**config.mk**
```make
export PLATFORM = sky130hd
export DESIGN_NAME = lvds_tx_arbiter
export DESIGN_NICKNAME = d
export VERILOG_FILES = /design/src/rtl/lvds_tx_arbiter.sv
export SDC_FILE = /design/constraint.sdc
export NUM_CORES = 1
export LEC_CHECK = 0
export ABC_AREA = 1
export BUFFER_PORTS_ARGS = -buffer_cell sky130_fd_sc_hd__clkbuf_2
export CAP_MARGIN = 10
export CORE_MARGIN = 2
export CORE_UTILIZATION = 30
export CTS_BUF_LIST = sky130_fd_sc_hd__clkbuf_8
export CTS_CLUSTER_DIAMETER = 100
export DETAILED_ROUTE_END_ITERATION = 8
export SLEW_MARGIN = 20
export SYNTH_ARGS = -nofsm -noshare
export SYNTH_HDL_FRONTEND = slang
export SYNTH_SLANG_ARGS = --single-unit
```
**constraint.sdc**
```tcl
create_clock -name clk -period 3.1 [get_ports clk]
set_input_delay 0.155 -clock clk [delete_from_list [all_inputs] [get_ports clk]]
set_output_delay 0.155 -clock clk [all_outputs]
set_load 0.005 [all_outputs]
```
**src/rtl/lvds_tx_arbiter.sv**
```systemverilog
// Round-robin arbiter and frame sequencer feeding the 32-bit LVDS serializer.
// Grants one requester word per frame, tracks serializer busy, enforces an inter-frame gap.
module lvds_tx_arbiter #(
  parameter int N_REQ         = 4,
  parameter int GAP_CYCLES    = 2,
  parameter int START_TIMEOUT = 8
) (
  input  logic                  clk,
  input  logic                  reset,
  input  logic [N_REQ-1:0]      req_valid,
  input  logic [32*N_REQ-1:0]   req_data,
  output logic [N_REQ-1:0]      req_ready,
  output logic [31:0]           ser_data_o,
  output logic                  ser_start_o,
  input  logic                  ser_busy_i,
  output logic [2:0]            grant_id_o,
  output logic                  active_o,
  input  logic                  err_clr_i,
  output logic                  err_timeout_o,
  output logic [15:0]           frames_sent_o
);

  localparam int GW = (GAP_CYCLES > 1) ? $clog2(GAP_CYCLES) : 1;

  typedef enum logic [1:0] {IDLE, START, WAIT_DONE, GAP} state_t;

  state_t          state;
  logic [2:0]      last;
  logic [7:0]      to_cnt;
  logic [GW-1:0]   gap_cnt;
  logic [2:0]      win;
  logic            win_ok;
  logic [31:0]     win_data;
  logic            accept;

  // Search starts just after the previous owner, wrapping modulo N_REQ.
  always_comb begin : pick
    int unsigned idx;
    idx      = '0;
    win      = '0;
    win_ok   = 1'b0;
    win_data = '0;
    for (int unsigned k = 1; k <= N_REQ; k++) begin
      idx = (32'(last) + k) % N_REQ;
      if (!win_ok && req_valid[idx]) begin
        win_ok   = 1'b1;
        win      = idx[2:0];
        win_data = req_data[32*idx +: 32];
      end
    end
  end

  always_comb begin
    req_ready = '0;
    if (reset && state == IDLE && !ser_busy_i && win_ok)
      req_ready = N_REQ'(1) << win;
  end

  assign accept   = |(req_valid & req_ready);
  assign active_o = reset && (state != IDLE);

  always_ff @(posedge clk) begin
    if (!reset) begin
      state         <= IDLE;
      ser_data_o    <= '0;
      ser_start_o   <= 1'b0;
      grant_id_o    <= '0;
      err_timeout_o <= 1'b0;
      frames_sent_o <= '0;
      last          <= 3'(N_REQ-1);
      to_cnt        <= '0;
      gap_cnt       <= '0;
    end else begin
      // A timeout in the same cycle overrides the clear below.
      if (err_clr_i) err_timeout_o <= 1'b0;
      case (state)
        IDLE: begin
          if (accept) begin
            ser_data_o  <= win_data;
            grant_id_o  <= win;
            last        <= win;
            ser_start_o <= 1'b1;
            to_cnt      <= '0;
            state       <= START;
          end
        end
        START: begin
          if (ser_busy_i) begin
            ser_start_o <= 1'b0;
            state       <= WAIT_DONE;
          end else if (to_cnt == 8'(START_TIMEOUT-1)) begin
            ser_start_o   <= 1'b0;
            err_timeout_o <= 1'b1;
            gap_cnt       <= '0;
            state         <= GAP;
          end else begin
            to_cnt <= to_cnt + 8'd1;
          end
        end
        WAIT_DONE: begin
          if (!ser_busy_i) begin
            frames_sent_o <= frames_sent_o + 16'd1;
            gap_cnt       <= '0;
            state         <= GAP;
          end
        end
        GAP: begin
          if (gap_cnt == GW'(GAP_CYCLES-1)) state <= IDLE;
          else gap_cnt <= gap_cnt + 1'b1;
        end
        default: state <= IDLE;
      endcase
    end
  end

endmodule
```
* Word level (Yosys, flattened, before mapping) *
Cells that the tools add are included.

word-level totals
  register bits = 66
  latch bits = 0
  memory bits (writable) = 0
  bits in read-only memories = 0
  input port bits = 136
  output and inout bits = 58
  word-level logic and storage cells = 103
  memories = 0

operators by class
  add/subtract/negate cells = 7
  multipliers = 0
  divide/modulo/power cells = 0
  order comparisons = 4
  eq/ne operators = 11
  shift operators = 5
  muxes and demuxes = 43
  bitwise operators = 2
  reduce and logical (&&, ||, !) cells = 22

operators by type and width
  operator                                            number
  variable part select 128 x 8 -> 32 bit              4
  two-way mux 32 bit                                  4
  two-way mux 8 bit                                   3
  two-way mux 1 bit                                   18
  adder 16 x 1 -> 16 bit, second input constant       1
  one-hot mux 8 bit (2 select lines)                  1
  two-way mux 2 bit                                   7
  < comparator 2 x 3 -> 1 bit, second input constant  4
  != test 2 bit, second input constant                6
  AND reduction 4 bit                                 3
  adder 8 x 1 -> 8 bit, second input constant         1
  binary-select mux 1 bit (select 2 bit)              4
  == test 8 x 3 -> 1 bit, second input constant       1
  one-hot mux 2 bit (4 select lines)                  1
  logical AND 1 bit                                   7
  two-way mux 3 bit                                   2
  adder 2 x 1 -> 2 bit, second input constant         2
  adder 2 bit, second input constant                  2
  bitwise AND 4 bit                                   1
  == test 2 bit, second input constant                2
  zero test 1 bit                                     4
  two-way mux 4 bit                                   1
  AND reduction 2 bit                                 2
  nonzero test 2 bit                                  2
  11 further kinds                                    11

* Depth between registers and ports, before layout *
  word-level depth = 19
  gate-level depth with buffers = 15
  depth with buffers taken out = 13

* Worst setup path after synthesis *
Ideal clock, no wire load.

  kind = reg-to-reg
  start point = register state[0]
  end point = register frames_sent_o[15]
  setup time = 0.119 ns
  arrival time = 1.754 ns
  required time = 2.981 ns
  setup slack = 1.227 ns
  stages on the path, launching flop included = 14
  buffers on the path = 0
  period minus slack after synthesis = 1.873 ns
  path through = dfxtp_1 -> inv_1 -> ha_1 -> inv_1 -> nor2_2 -> nand2_1 -> nor2_1 -> nand2_1 -> nor2_1 -> nand2_1 -> nor2_2 -> nand2_1 -> o21ai_0 -> a21oi_1

on the way
  cells in the longest elaborated chain, start to end = 2

ends and longest elaborated chain
  item                           RTL line  text
  start: declaration             27        state_t state;
  start signal: assignment       64        state <= IDLE;
  start signal: assignment       84        state <= START;
  start signal: assignment       90        state <= WAIT_DONE;
  == test 2 bit                  76        case (state)
  AND reduction 2 bit (no line)  n/a
  end signal: assignment         102       frames_sent_o <= frames_sent_o + 16'd1;
  end: declaration               20        output logic [15:0] frames_sent_o

Every way passes these cells.
A chain may end at the register's enable or synchronous reset.

* Worst setup path after layout *
  start point = register last[0]
  end point = output port req_ready[3]

on the way
  cells in the longest elaborated chain, start to end = 15
  elaborated cells on any way between the ends = 29
  classes of those cells = add/sub (4); shift (1); mux (17); reduce/logical (7)

ends and longest elaborated chain
  item                                                            RTL line  text
  start: declaration                                              28        logic [2:0] last;
  start signal: assignment                                        70        last <= 3'(N_REQ-1);
  start signal: assignment                                        81        last <= win;
  adder 2 x 1 -> 2 bit                                            44        idx = (32'(last) + k) % N_REQ;
  binary-select mux 1 bit (select 2 bit)                          45        if (!win_ok && req_valid[idx]) begin
  two-way mux 1 bit (implied by the code)                         45
  two-way mux 1 bit                                               45
  zero test 1 bit                                                 45
  logical AND 1 bit                                               45
  two-way mux 1 bit                                               45
  zero test 1 bit                                                 45
  logical AND 1 bit                                               45
  two-way mux 1 bit                                               45
  zero test 1 bit                                                 45
  logical AND 1 bit                                               45
  two-way mux 3 bit or two-way mux 1 bit (tied branches)          45
  left shift 1 x 3 -> 4 bit or logical AND 1 bit (tied branches)  56, 55
  two-way mux 4 bit (*)                                           55        if (reset && state == IDLE && !ser_busy_i && win_ok)
  end: declaration                                                12        output logic [N_REQ-1:0] req_ready,

Every way passes the cells marked *; elsewhere a longest branch is shown, timed or not. The select of a mux whose other input is x is not followed.

==> run metrics <==
Port Buf Inserts=192; CTS root buf=clkbuf_8; Post-Synthesis Net Count=1469; CP max stage cell=dfxtp_4; Longest Clk Path Bufs=2; crit path max fanout=40; leading area contributor after synthesis=nand2_1; post-synthesis cell type count=33; Num CTS Buffers=9; WP data arrival=2.66 ns; PD cells=597 nW/um^2; max incr delay on CP=0.56 ns; vias in the first global route=7702; die height=156 um; top cell type's share of synthesized area=18.9%; Die X=156 um; via/cell ratio=4.81; Post-Syn Area=between 6000 and 7000 um^2; worst hold path class=in -> reg; initial antenna violation count=1; first-pass GRT wire length=37.1 mm; Post-Syn Area per Cell=5.21 um^2; relative slew slack=between 60% and 70%; yosys synthesis warning count=0; Worst-Margin Slew=0.541 ns; ys flop type=dfxtp_1; CTS Sinks=65; Fillers=between 2000 and 3000; RePlAce Congestion=around 0.87; Commonest cells post-synth=nand2_1 (347), nor2_1 (272), o21ai_0 (194); register area share after synthesis=18.8%; fmax=around 0.35 GHz; count leader, synth=nand2_1; initial DRC count=515; Final Hold Fails=0; # setup viols final=0; Critical path buffers and inverters=4; ranking of synthesized cells by area=nand2_1 (19%), dfxtp_1 (19%), nor2_1 (15%), o21ai_0 (14%), inv_1 (6.8%); starting density of the core=between 30% and 40%; cell count after synthesis=1326; Setup CP Type=reg -> out; clock edge transition at the registers on the reported setup and hold paths=0.09 ns; CP endpoint kind=primary output; Post-synth EDFFs=0; worst-skew pair later-pin latency=0.37 ns; setup TNS=0 ns; Die ar.=24300 um^2; Worst VDD drop=approximately 0.00022 V; DR DRC count=0; GRT Residual Overflow=0; Tmin final=2.82 ns; final worst-path cycle share=approximately nine tenths; H-tree Lvls=3; row cnt=55; HPWL Detailed=17.5 mm; Core Area=22600 um^2; CP cell instances=inv_2 > nand2_1 > nand2_2 > buf_4 > nand2_1 > o21ai_1 > nand3_2 > nand2_4 > inv_6 > nand2_1 > nor2_1 > clkbuf_2; critical path startpoint=last[0]$_SDFFE_PN1P_; critical path startpoint category=flip-flop; fraction of layout cells with a size suffix above 1=18.0%; skew final=roughly 0.022 ns; GRT Util Overall=19.0%; outcome=finished, final reports clean; CP dominant cell by count=nand2_1; ys async rst share=0%; MaxCap Viol Count=0; I/O pins=194; flops & latches, synth=65; reg-to-reg startpoint=last[0]$_SDFFE_PN1P_; HP Start=err_clr_i; routed via count=8438; Pwr Total=slightly below 5 mW; fin. max-slew vios=0; First-pass DRT Iterations=5; Final nets=between 1500 and 2000; P&R area growth vs syn=18.0%; crit-path leading delay family=buffers and inverters; pin count of the biggest net entering global routing=roughly 150; CTS tree=built; RSZ-0062 raised after global routing=no; Data required, critical path=2.94 ns; WL/cell=~13 um; leakage=between 4 and 5 nW; antenna viol nets, final=0; final WL=23.3 mm
[layout by cell type, fill, tap and decap left out, drive strengths merged]
cell type  synthesis  layout
nor3               9       9
ha                 7       7
nor2             277     277
conb               1       1
clkbuf            37     202
o211ai             2       2
clkinvlp           0       1
o31ai              1       1
a21boi             1       1
nand2            353     353
diode              0       1
a31oi              1       1
dfxtp             65      65
or2               22      22
a21oi             45      45
o21ai            254     254
bufinv             0       1
clkinv             0       1
buf               49      22
nand3             61      61
o21a               3       3
inv              129     131
mux2i              8       8
nand3b             1       1
[cells by family after synthesis]
group	after synthesis	synth area share, %
and+or+nand+nor	723	42.2
AOI/OAI and AO/OA	307	22.6
buffers and inverters	215	13.8
DFF	65	18.8
muxes	8	1.16
adders and majority gates	7	1.27
other	1	0.0543
[path summary, 6_finish.rpt]
| kind | end | slack, ns | cells past startpoint |
|---|---|---|---|
| setup reg to reg | ser_data_o[21]$_SDFFE_PN0P_ | 0.55 | 12 |
| hold / removal | err_timeout_o$_SDFF_PN0_ | 0.04 | 4 |
| hold reg to reg | err_timeout_o$_SDFF_PN0_ | 0.46 | 2 |
| setup / recovery | req_ready[3] | 0.28 | 12 |
[area by class of cell]
| type | instances | area (um^2) | share of cell area (%) |
|---|---|---|---|
| Clock inverter | 5 | 50.0 | 0.614 |
| Clock buffer | 10 | 138 | 1.69 |
| Antenna cell | 1 | 2.50 | 0.0307 |
| Multi-Input combinational cell | 1046 | 4660 | 57.1 |
| Timing Repair Buffer | 214 | 1150 | 14.1 |
| Tap cell | 285 | 357 | 4.38 |
| Sequential cell | 65 | 1310 | 16.0 |
| Inverter | 129 | 489 | 6.00 |
[timing repair]
action / 4_1_cts / 5_1_grt
endpoints found under the setup margin: 0 / 4
endpoints found under the hold margin: 0 / 0
resized for setup: 0 / 1
setup buffers: 0 / 1
hold buffers: 0 / 0
[tightest hold or removal path: cells and delay by family]
kind            cells  cell delay (ns)
compound gates      1             0.05
simple gates        1             0.04
buf+inv             2             0.10
[through the flow]
stage / cell area [um^2] / util [%] / instances / hold WS (ns) / setup slack, ns
after floorplan: 6910 / - / 1326 / 0.318 / 1.23
after global placement: 7950 / 35.1 / 1738 / 0.413 / 0.546
after detailed placement: 7950 / 35.1 / 1738 / 0.411 / 0.542
after CTS: 8140 / 35.9 / 1753 / 0.0115 / 0.105
after global routing: 8150 / 36.0 / 1754 / 0.0832 / 0.0300
final: 8150 / 36.0 / 1755 / 0.0407 / 0.281
[sequential cells by signal, indices dropped and copies added, names as in the netlist]
| register | count |
|---|---|
| last | 2 |
| to_cnt | 8 |
| state | 2 |
| ser_start_o | 1 |
| gap_cnt | 1 |
| grant_id_o | 2 |
| err_timeout_o | 1 |
| frames_sent_o | 16 |
| ser_data_o | 32 |
[layer usage]
metal  part of all wire (%)  GRT usage (%)  vias up
met5                  0.069              0        -
met4                    2.7           6.33        2
met3                    5.6           3.92       43
met2                     48           34.1      238
met1                     44           22.5     3694
li1                       -              -     4461
[where the power goes]
group          switching [mW]  total [mW]  leakage (nW)  internal (mW)
Clock                   0.348       0.730         0.101          0.382
Combinational            1.97        3.02          3.70           1.05
Sequential              0.139        1.12         0.530          0.977
Total                    2.46        4.86          4.33           2.41
Note: power is estimated with default switching activity, not from simulation.
